File: config.mk
export PLATFORM = sky130hd
export DESIGN_NAME = spi_reg_bridge
export DESIGN_NICKNAME = d
export VERILOG_FILES = /design/src/rtl/spi_reg_bridge.sv
export SDC_FILE = /design/constraint.sdc
export NUM_CORES = 1
export LEC_CHECK = 0
export CORE_ASPECT_RATIO = 0.5
export CORE_MARGIN = 10
export CORE_UTILIZATION = 40
export DETAILED_ROUTE_END_ITERATION = 7
export PLACE_DENSITY = 0.84
export SYNTH_ARGS = -nofsm -noshare
export SYNTH_HDL_FRONTEND = slang
export SYNTH_SLANG_ARGS = --single-unit
File: constraint.sdc
create_clock -name i_Clk -period 1.5 [get_ports i_Clk]
set_clock_uncertainty 0.05 [all_clocks]
set_input_delay 0.15 -clock i_Clk [delete_from_list [all_inputs] [get_ports i_Clk]]
set_output_delay 0.15 -clock i_Clk [all_outputs]
set_load 0.01 [all_outputs]
File: src/rtl/spi_reg_bridge.sv
// Byte-level SPI command decoder onto a 128-entry register space; CS_n is synchronized in.
// SPI_REG_BRIDGE_AUTOINC_EN enables burst address auto-increment with 7-bit wrap.
module spi_reg_bridge #(
  parameter logic [7:0] STATUS_BYTE = 8'hA4
) (
  input  logic       i_Clk,
  input  logic       i_Rst_L,
  input  logic       i_RX_DV,
  input  logic [7:0] i_RX_Byte,
  output logic       o_TX_DV,
  output logic [7:0] o_TX_Byte,
  input  logic       i_SPI_CS_n,
  output logic [6:0] o_Reg_Addr,
  output logic       o_Reg_Wr_En,
  output logic [7:0] o_Reg_Wr_Data,
  output logic       o_Reg_Rd_En,
  input  logic [7:0] i_Reg_Rd_Data,
  output logic       o_Overrun
);

  typedef enum logic [2:0] {
    S_INIT,
    S_CMD,
    S_RD_FETCH,
    S_RD_LOAD,
    S_RD,
    S_WR
  } state_t;

  state_t     r_state;
  logic       r_cs_meta;
  logic       r_cs_sync;
  logic       r_cs_prev;
  logic       r_tx_dv;
  logic [7:0] r_tx_byte;
  logic [6:0] r_addr;
  logic       r_wr_en;
  logic [7:0] r_wr_data;
  logic       r_rd_en;
  logic       r_overrun;

  logic       w_cs_rise;
  logic [7:0] w_status;
  logic [6:0] w_addr_next;

  assign w_cs_rise = r_cs_sync & ~r_cs_prev;
  assign w_status  = {STATUS_BYTE[7:1], r_overrun};

`ifdef SPI_REG_BRIDGE_AUTOINC_EN
  assign w_addr_next = r_addr + 7'd1;
`else
  assign w_addr_next = r_addr;
`endif

  always_ff @(posedge i_Clk or negedge i_Rst_L) begin
    if (!i_Rst_L) begin
      r_cs_meta <= 1'b1;
      r_cs_sync <= 1'b1;
      r_cs_prev <= 1'b1;
    end else begin
      r_cs_meta <= i_SPI_CS_n;
      r_cs_sync <= r_cs_meta;
      r_cs_prev <= r_cs_sync;
    end
  end

  always_ff @(posedge i_Clk or negedge i_Rst_L) begin
    if (!i_Rst_L) begin
      r_state   <= S_INIT;
      r_tx_dv   <= 1'b0;
      r_tx_byte <= 8'h00;
      r_addr    <= 7'h00;
      r_wr_en   <= 1'b0;
      r_wr_data <= 8'h00;
      r_rd_en   <= 1'b0;
      r_overrun <= 1'b0;
    end else begin
      r_tx_dv <= 1'b0;
      r_wr_en <= 1'b0;
      r_rd_en <= 1'b0;
      // Post-write advance; a command latch later in this block overrides it.
      if (r_wr_en) r_addr <= w_addr_next;

      if (r_state != S_INIT && w_cs_rise) begin
        r_state   <= S_CMD;
        r_tx_dv   <= 1'b1;
        r_tx_byte <= w_status;
        if (r_state == S_WR && i_RX_DV) begin
          r_wr_en   <= 1'b1;
          r_wr_data <= i_RX_Byte;
        end
        if ((r_state == S_RD_FETCH || r_state == S_RD_LOAD) && i_RX_DV)
          r_overrun <= 1'b1;
      end else begin
        case (r_state)
          S_INIT: begin
            r_state   <= S_CMD;
            r_tx_dv   <= 1'b1;
            r_tx_byte <= w_status;
          end
          S_CMD: begin
            if (i_RX_DV) begin
              r_addr <= i_RX_Byte[6:0];
              if (i_RX_Byte[7]) begin
                r_rd_en <= 1'b1;
                r_state <= S_RD_FETCH;
              end else begin
                r_state <= S_WR;
              end
            end
          end
          S_RD_FETCH: begin
            if (i_RX_DV) r_overrun <= 1'b1;
            r_state <= S_RD_LOAD;
          end
          S_RD_LOAD: begin
            if (i_RX_DV) r_overrun <= 1'b1;
            r_tx_dv   <= 1'b1;
            r_tx_byte <= i_Reg_Rd_Data;
            r_state   <= S_RD;
          end
          S_RD: begin
            if (i_RX_DV) begin
              r_addr  <= w_addr_next;
              r_rd_en <= 1'b1;
              r_state <= S_RD_FETCH;
            end
          end
          S_WR: begin
            if (i_RX_DV) begin
              r_wr_en   <= 1'b1;
              r_wr_data <= i_RX_Byte;
              r_tx_dv   <= 1'b1;
              r_tx_byte <= i_RX_Byte;
            end
          end
          default: r_state <= S_INIT;
        endcase
      end
    end
  end

  assign o_TX_DV       = r_tx_dv;
  assign o_TX_Byte     = r_tx_byte;
  assign o_Reg_Addr    = r_addr;
  assign o_Reg_Wr_En   = r_wr_en;
  assign o_Reg_Wr_Data = r_wr_data;
  assign o_Reg_Rd_En   = r_rd_en;
  assign o_Overrun     = r_overrun;

endmodule

==> run_results.csv, run 1 <==
group,metric,value,unit
run,timing.max_cap.violations,0,
die,fp.dieW,105,microns
cts,htreeDepth,2,
routing,wirelength,4490,microns
synth,yosys_register_bits,33,
die,die-area,6550,sq um
synth,synth_flop_cell,"dfrtp_1",
synth,synth-edff-count,0,
cts,clock-sinks,33,
critical_path,cp-start-kind,"flip-flop",
synth,syn_inst,122,
cells_and_area,nets,209,
sta,relSlewSlack,71.9,%
place,placed_cells_incl_taps,229,
status,violations,"negative setup slack",
critical_path,critical_path_required,1.62,ns
die,start_util,41.7,%
die,core-area,3450,sq um
die,rows,15,
cts,cts_tree,"done",
critical_path,cp_cell_sequence,"and2b_4 -> buf_4 -> a22oi_1 -> o21bai_1 -> mux2_4",
cells_and_area,antenna_cells,0,
critical_path,cp-end-kind,"flip-flop",
cts,cts_root_buf,"clkbuf_8",
die,die_h,62.4,microns
sta,holdWs,0.217,ns
global_routing,grt_use_total,12.7,%
synth,synthMostInstantiatedCell,"dfrtp_1",
synth,yosys_warnings,0,
synth,syn_area,1440,sq um
sta,setup_violations,15,
synth,netlist_top_cells_count,"dfrtp_1, nand2_1, mux2_2",
place,pre_cts_slack,-0.189,ns
cts,clkTransAtPathRegs,0.07,ns
sta,slew_violations,0,
place,gp_congestion,0.779,
sta,fmax,0.629,GHz
global_routing,overflow,0,
cts,insertion_delay,0.28,ns
power_and_ir_drop,power.density,1960,nW/um^2
routing,drc_errors,0,
synth,synth_top_cell_by_area,"dfrtp_1",
critical_path,crit_fanout,8,
sta,rsz0062_at_grt,"yes",
critical_path,cp.arrival,1.71,ns
cells_and_area,fin_cells,241,
routing,drt_first_pass_iters,4,
cells_and_area,area_delta_synth_final,59.5,%
synth,yosysSeqAreaShare,57.6,%
sta,period_share,106,%
hold_path,min_path_type,"primary input to async pin",
cells_and_area,fillers,236,
die,pin_count,47,
synth,synth_top_area_share,52.1,%
sta,finalHoldViolations,0,
global_routing,antenna_found_initial,0,
sta,worst_slack,-0.0903,ns
power_and_ir_drop,ir_worst_vdd,0.746,mV
routing,vias,1210,
synth,post_synth.cell_area_avg,11.8,sq um
routing,detail-route-antenna-nets,0,
cells_and_area,drive_above_1_share,31.1,%
place,dp_hpwl,2970,microns
cts,cts_buffers,5,
global_routing,grt_max_degree,34,
place,io_buffer_count,46,
synth,synthTopCellsByArea,"dfrtp_1, mux2_2, nand2_1",
cts,clockBufferDepth,2,
power_and_ir_drop,p_leak,1.02,nW
global_routing,grt_pass1_vias,1314,
routing,drt-vias-per-instance,5.02,
sta,period_needed,1.59,ns
global_routing,grt_pass1_wl,6750,microns
critical_path,critPathMaxStageDelay,0.45,ns
power_and_ir_drop,total_power,4.50,mW
critical_path,critPathSlowestCell,"dfrtp_2",
cells_and_area,fin_util,66.6,%
routing,drtIter0Drc,43,
sta,tightestPinTransition,0.422,ns
cts,postCtsHoldBufs,0,
status,status,"finished, violations left",
routing,wire_per_inst,18.6,microns
synth,yosysUniqueCellTypes,30,
critical_path,path_class,"flip-flop to flip-flop",
synth,syn_nets,142,
synth,ys_async_sr_fraction,100,%
## cell families (layout without fill, tap and decap cells)
family	Yosys count	count (layout)	synth area share, %
buf+inv	8	76	3.12
compound gates	23	23	12.7
simple gates	43	43	14.9
mux	15	15	11.7
flops	33	33	57.6
## registers in the layout, summed over array words and instances (netlist names)
signal / cells
o_TX_DV: 1
r_cs_sync: 1
o_Reg_Wr_En: 1
r_cs_meta: 1
o_Reg_Rd_En: 1
o_Reg_Wr_Data: 8
o_TX_Byte: 8
r_cs_prev: 1
r_state: 3
o_Reg_Addr: 7
o_Overrun: 1
## power by group
group          switching (mW)  leakage, nW  total, mW  internal, mW
Clock                   0.306       0.0455      0.680         0.374
Sequential              0.220        0.391       1.46          1.24
Combinational            1.00        0.581       2.36          1.36
## area by class of cell
type	instances	area (sq um)	area share, %
clock buffer	8	90.1	3.92
inverter	3	11.3	0.490
multi-input combinational	81	669	29.1
sequential	33	832	36.2
tap	51	63.8	2.78
timing repair buffer	65	632	27.5
## metal layers
layer	wire, microns	track usage (%)
met2	2540	23.6
met4	38	4.42
met5	0	0
met1	1790	13.4
met3	119	3.50
## cell usage in the layout (no fill, tap or decap), types with 3 or more instances in the layout
master / instances
a22oi_2: 4
nor2_1: 8
dfstp_2: 3
a22oi_1: 4
clkbuf_8: 6
o21bai_1: 3
mux2_4: 14
buf_4: 16
clkdlybuf4s50_1: 46
nand2_1: 23
dfrtp_1: 28
a21oi_1: 3
## worst paths after layout
kind / end / start / slack, ns / cells past startpoint
max in group asynchronous: r_cs_sync / i_Rst_L / 0.85 / 2
worst min register to register: r_cs_sync / r_cs_meta / 0.31 / 0
worst min-delay path: r_state[2] / i_Rst_L / 0.22 / 2
min in group i_Clk: r_cs_meta / i_SPI_CS_n / 0.23 / 1
worst max-delay path: o_TX_Byte[5] / r_state[1] / -0.09 / 5
worst max register to register: o_TX_Byte[5] / r_state[1] / -0.09 / 5
## critical path: cells and delay by family, from the launching register on
family	cells	cell delay, ns
AO/OA/AOI/OAI	2	0.33
buffers and inverters	1	0.18
flip-flops	1	0.45
multiplexers	1	0.26
AND/OR/NAND/NOR	1	0.21
## through the flow
stage	setup TNS (ns)	instance area, sq um
3_5_place_dp	-3.83	2060
6_report	-0.637	2300
3_3_place_gp	-3.05	2060
5_1_grt	-1.20	2300
2_1_floorplan	-0.342	1450
4_1_cts	-1.02	2200
## what timing repair did
item                                    4_1_cts  5_1_grt
buffers inserted                              4        1
endpoints found under the setup margin       15       21
pin swaps                                     1        7
resized for setup                             1       25
Power figures use the tool's default switching activity.
==> run 2, diff against run 1 <==
- PLACE_DENSITY: 0.84 -> 0.76
==> run_results.csv, run 2 (synthesis results as in run 1) <==
group,metric,value,unit
sta,worst_slack,-0.0585,ns
cts,htreeDepth,2,
run,timing.max_cap.violations,0,
cells_and_area,antenna_cells,0,
global_routing,antenna_found_initial,0,
sta,holdWs,0.168,ns
die,core-area,3450,sq um
cells_and_area,layout_common_cells,"clkdlybuf4s50_1, dfrtp_1, nand2_1",
critical_path,cp-start-kind,"flip-flop",
sta,fmax,0.642,GHz
die,fp.dieW,105,microns
cells_and_area,fin_cells,239,
place,io_buffer_count,46,
routing,wl_met1,1660,microns
sta,relSlewSlack,70.4,%
cts,clock-sinks,33,
routing,detail-route-antenna-nets,0,
critical_path,cp-end-kind,"flip-flop",
routing,wirelength,4090,microns
die,die-area,6550,sq um
power_and_ir_drop,ir_worst_vdd,0.910,mV
place,gp_congestion,0.803,
sta,rsz0062_at_grt,"yes",
critical_path,path_class,"flip-flop to flip-flop",
routing,dr.max_layer_used,"met4",
place,dp_hpwl,3090,microns
cells_and_area,area_delta_synth_final,54.4,%
cts,clockBufferDepth,2,
cells_and_area,multi_input_area,608,sq um
routing,drt_first_pass_iters,4,
die,die_h,62.4,microns
routing,drc_errors,0,
critical_path,critical_path_required,1.62,ns
die,start_util,41.7,%
sta,slew_violations,0,
cells_and_area,drive_above_1_share,26.6,%
critical_path,cp.arrival,1.68,ns
critical_path,reg2reg_from,"r_state[2]",
cells_and_area,seq_area,831,sq um
routing,vias,1182,
status,status,"finished, violations left",
cts,clkTransAtPathRegs,0.07,ns
global_routing,grt_pass1_wl,6980,microns
cells_and_area,final_common_cell,"clkdlybuf4s50_1",
hold_path,min_path_type,"primary input to async pin",
cts,cts_buffers,5,
routing,wire_per_inst,17.1,microns
power_and_ir_drop,power.density,1910,nW/um^2
critical_path,timing.rr.end,"o_TX_Byte[7]",
power_and_ir_drop,p_leak,0.983,nW
global_routing,grt_use_total,13.2,%
global_routing,overflow,0,
cts,cts_tree,"done",
critical_path,crit_fanout,9,
cells_and_area,nets,207,
routing,drt-vias-per-instance,4.95,
critical_path,r2r_cells,5,
sta,period_share,104,%
routing,drtIter0Drc,62,
critical_path,reg2reg_slack,-0.06,ns
sta,finalHoldViolations,0,
place,placed_cells_incl_taps,230,
cells_and_area,fillers,274,
cts,cts_root_buf,"clkbuf_8",
die,pin_count,47,
sta,period_needed,1.56,ns
sta,setup_violations,15,
cts,postCtsHoldBufs,0,
cts,insertion_delay,0.28,ns
die,rows,15,
status,violations,"negative setup slack",
global_routing,grt_max_degree,34,
sta,tightestPinTransition,0.433,ns
global_routing,grt_pass1_vias,1316,
routing,route.met2.wl,2210,microns
routing,wl_met3,126,microns
==> run 2: cell type report <==
class | instances | area share (%)
flip-flops and latches | 33 | 37.3
repair buffers | 63 | 28.3
multi-input cells | 81 | 27.3
clock buffers | 6 | 3.26
well taps | 51 | 2.87
inverters | 3 | 0.506
clock inverters | 2 | 0.450
==> run 2: critical path, stage by stage, from the launching register on <==
cell and delay [ns]:
dfrtp_1 0.40, and2b_4 0.30, a21oi_4 0.05, o21ai_4 0.16, buf_12 0.15, mux2_2 0.33
==> run 2: how the worst max path moves through the flow <==
stage / endpoint / slack (ns) / startpoint / cells past startpoint
after floorplan: o_TX_Byte[0] / -0.05 / r_state[2] / 5
after detailed placement: o_TX_Byte[3] / -0.20 / i_RX_DV / 5
after CTS: o_TX_Byte[7] / -0.05 / r_state[2] / 5
final: o_TX_Byte[7] / -0.06 / r_state[2] / 5
after global routing: o_TX_Byte[7] / -0.10 / r_state[2] / 5
after global placement: o_TX_Byte[4] / -0.18 / i_RX_DV / 5
==> run 2: repair_timing <==
item,in CTS,in global routing
endpoints found under the hold margin,0,0
setup endpoints to repair,15,18
gates cloned,0,0
pin swaps,2,2
setup buffers,2,0
resized for setup,9,2
==> run 2: metrics by stage <==
stage	setup slack [ns]	cell area [sq um]	setup TNS (ns)	util, %	total power, mW
floorplan	-0.0477	1450	-0.342	-	2.42
global placement	-0.175	2080	-3.40	60.4	3.38
detailed placement	-0.198	2080	-3.71	60.4	3.47
CTS	-0.0457	2230	-0.507	64.6	4.27
global route	-0.104	2230	-1.22	64.5	4.50
finish	-0.0585	2230	-0.547	64.5	4.25
==> run 2: routing by layer <==
| layer | GRT usage (%) | vias up |
|---|---|---|
| met2 | 23.7 | 21 |
| met4 | 6.46 | 0 |
| li1 | - | 551 |
| met3 | 2.78 | 10 |
| met5 | 0 | - |
| met1 | 14.7 | 600 |
==> run 2: power breakdown <==
part | internal (mW) | total, mW | switching (mW)
Combinational | 1.26 | 2.15 | 0.893
Sequential | 1.24 | 1.45 | 0.212
Clock | 0.321 | 0.645 | 0.324
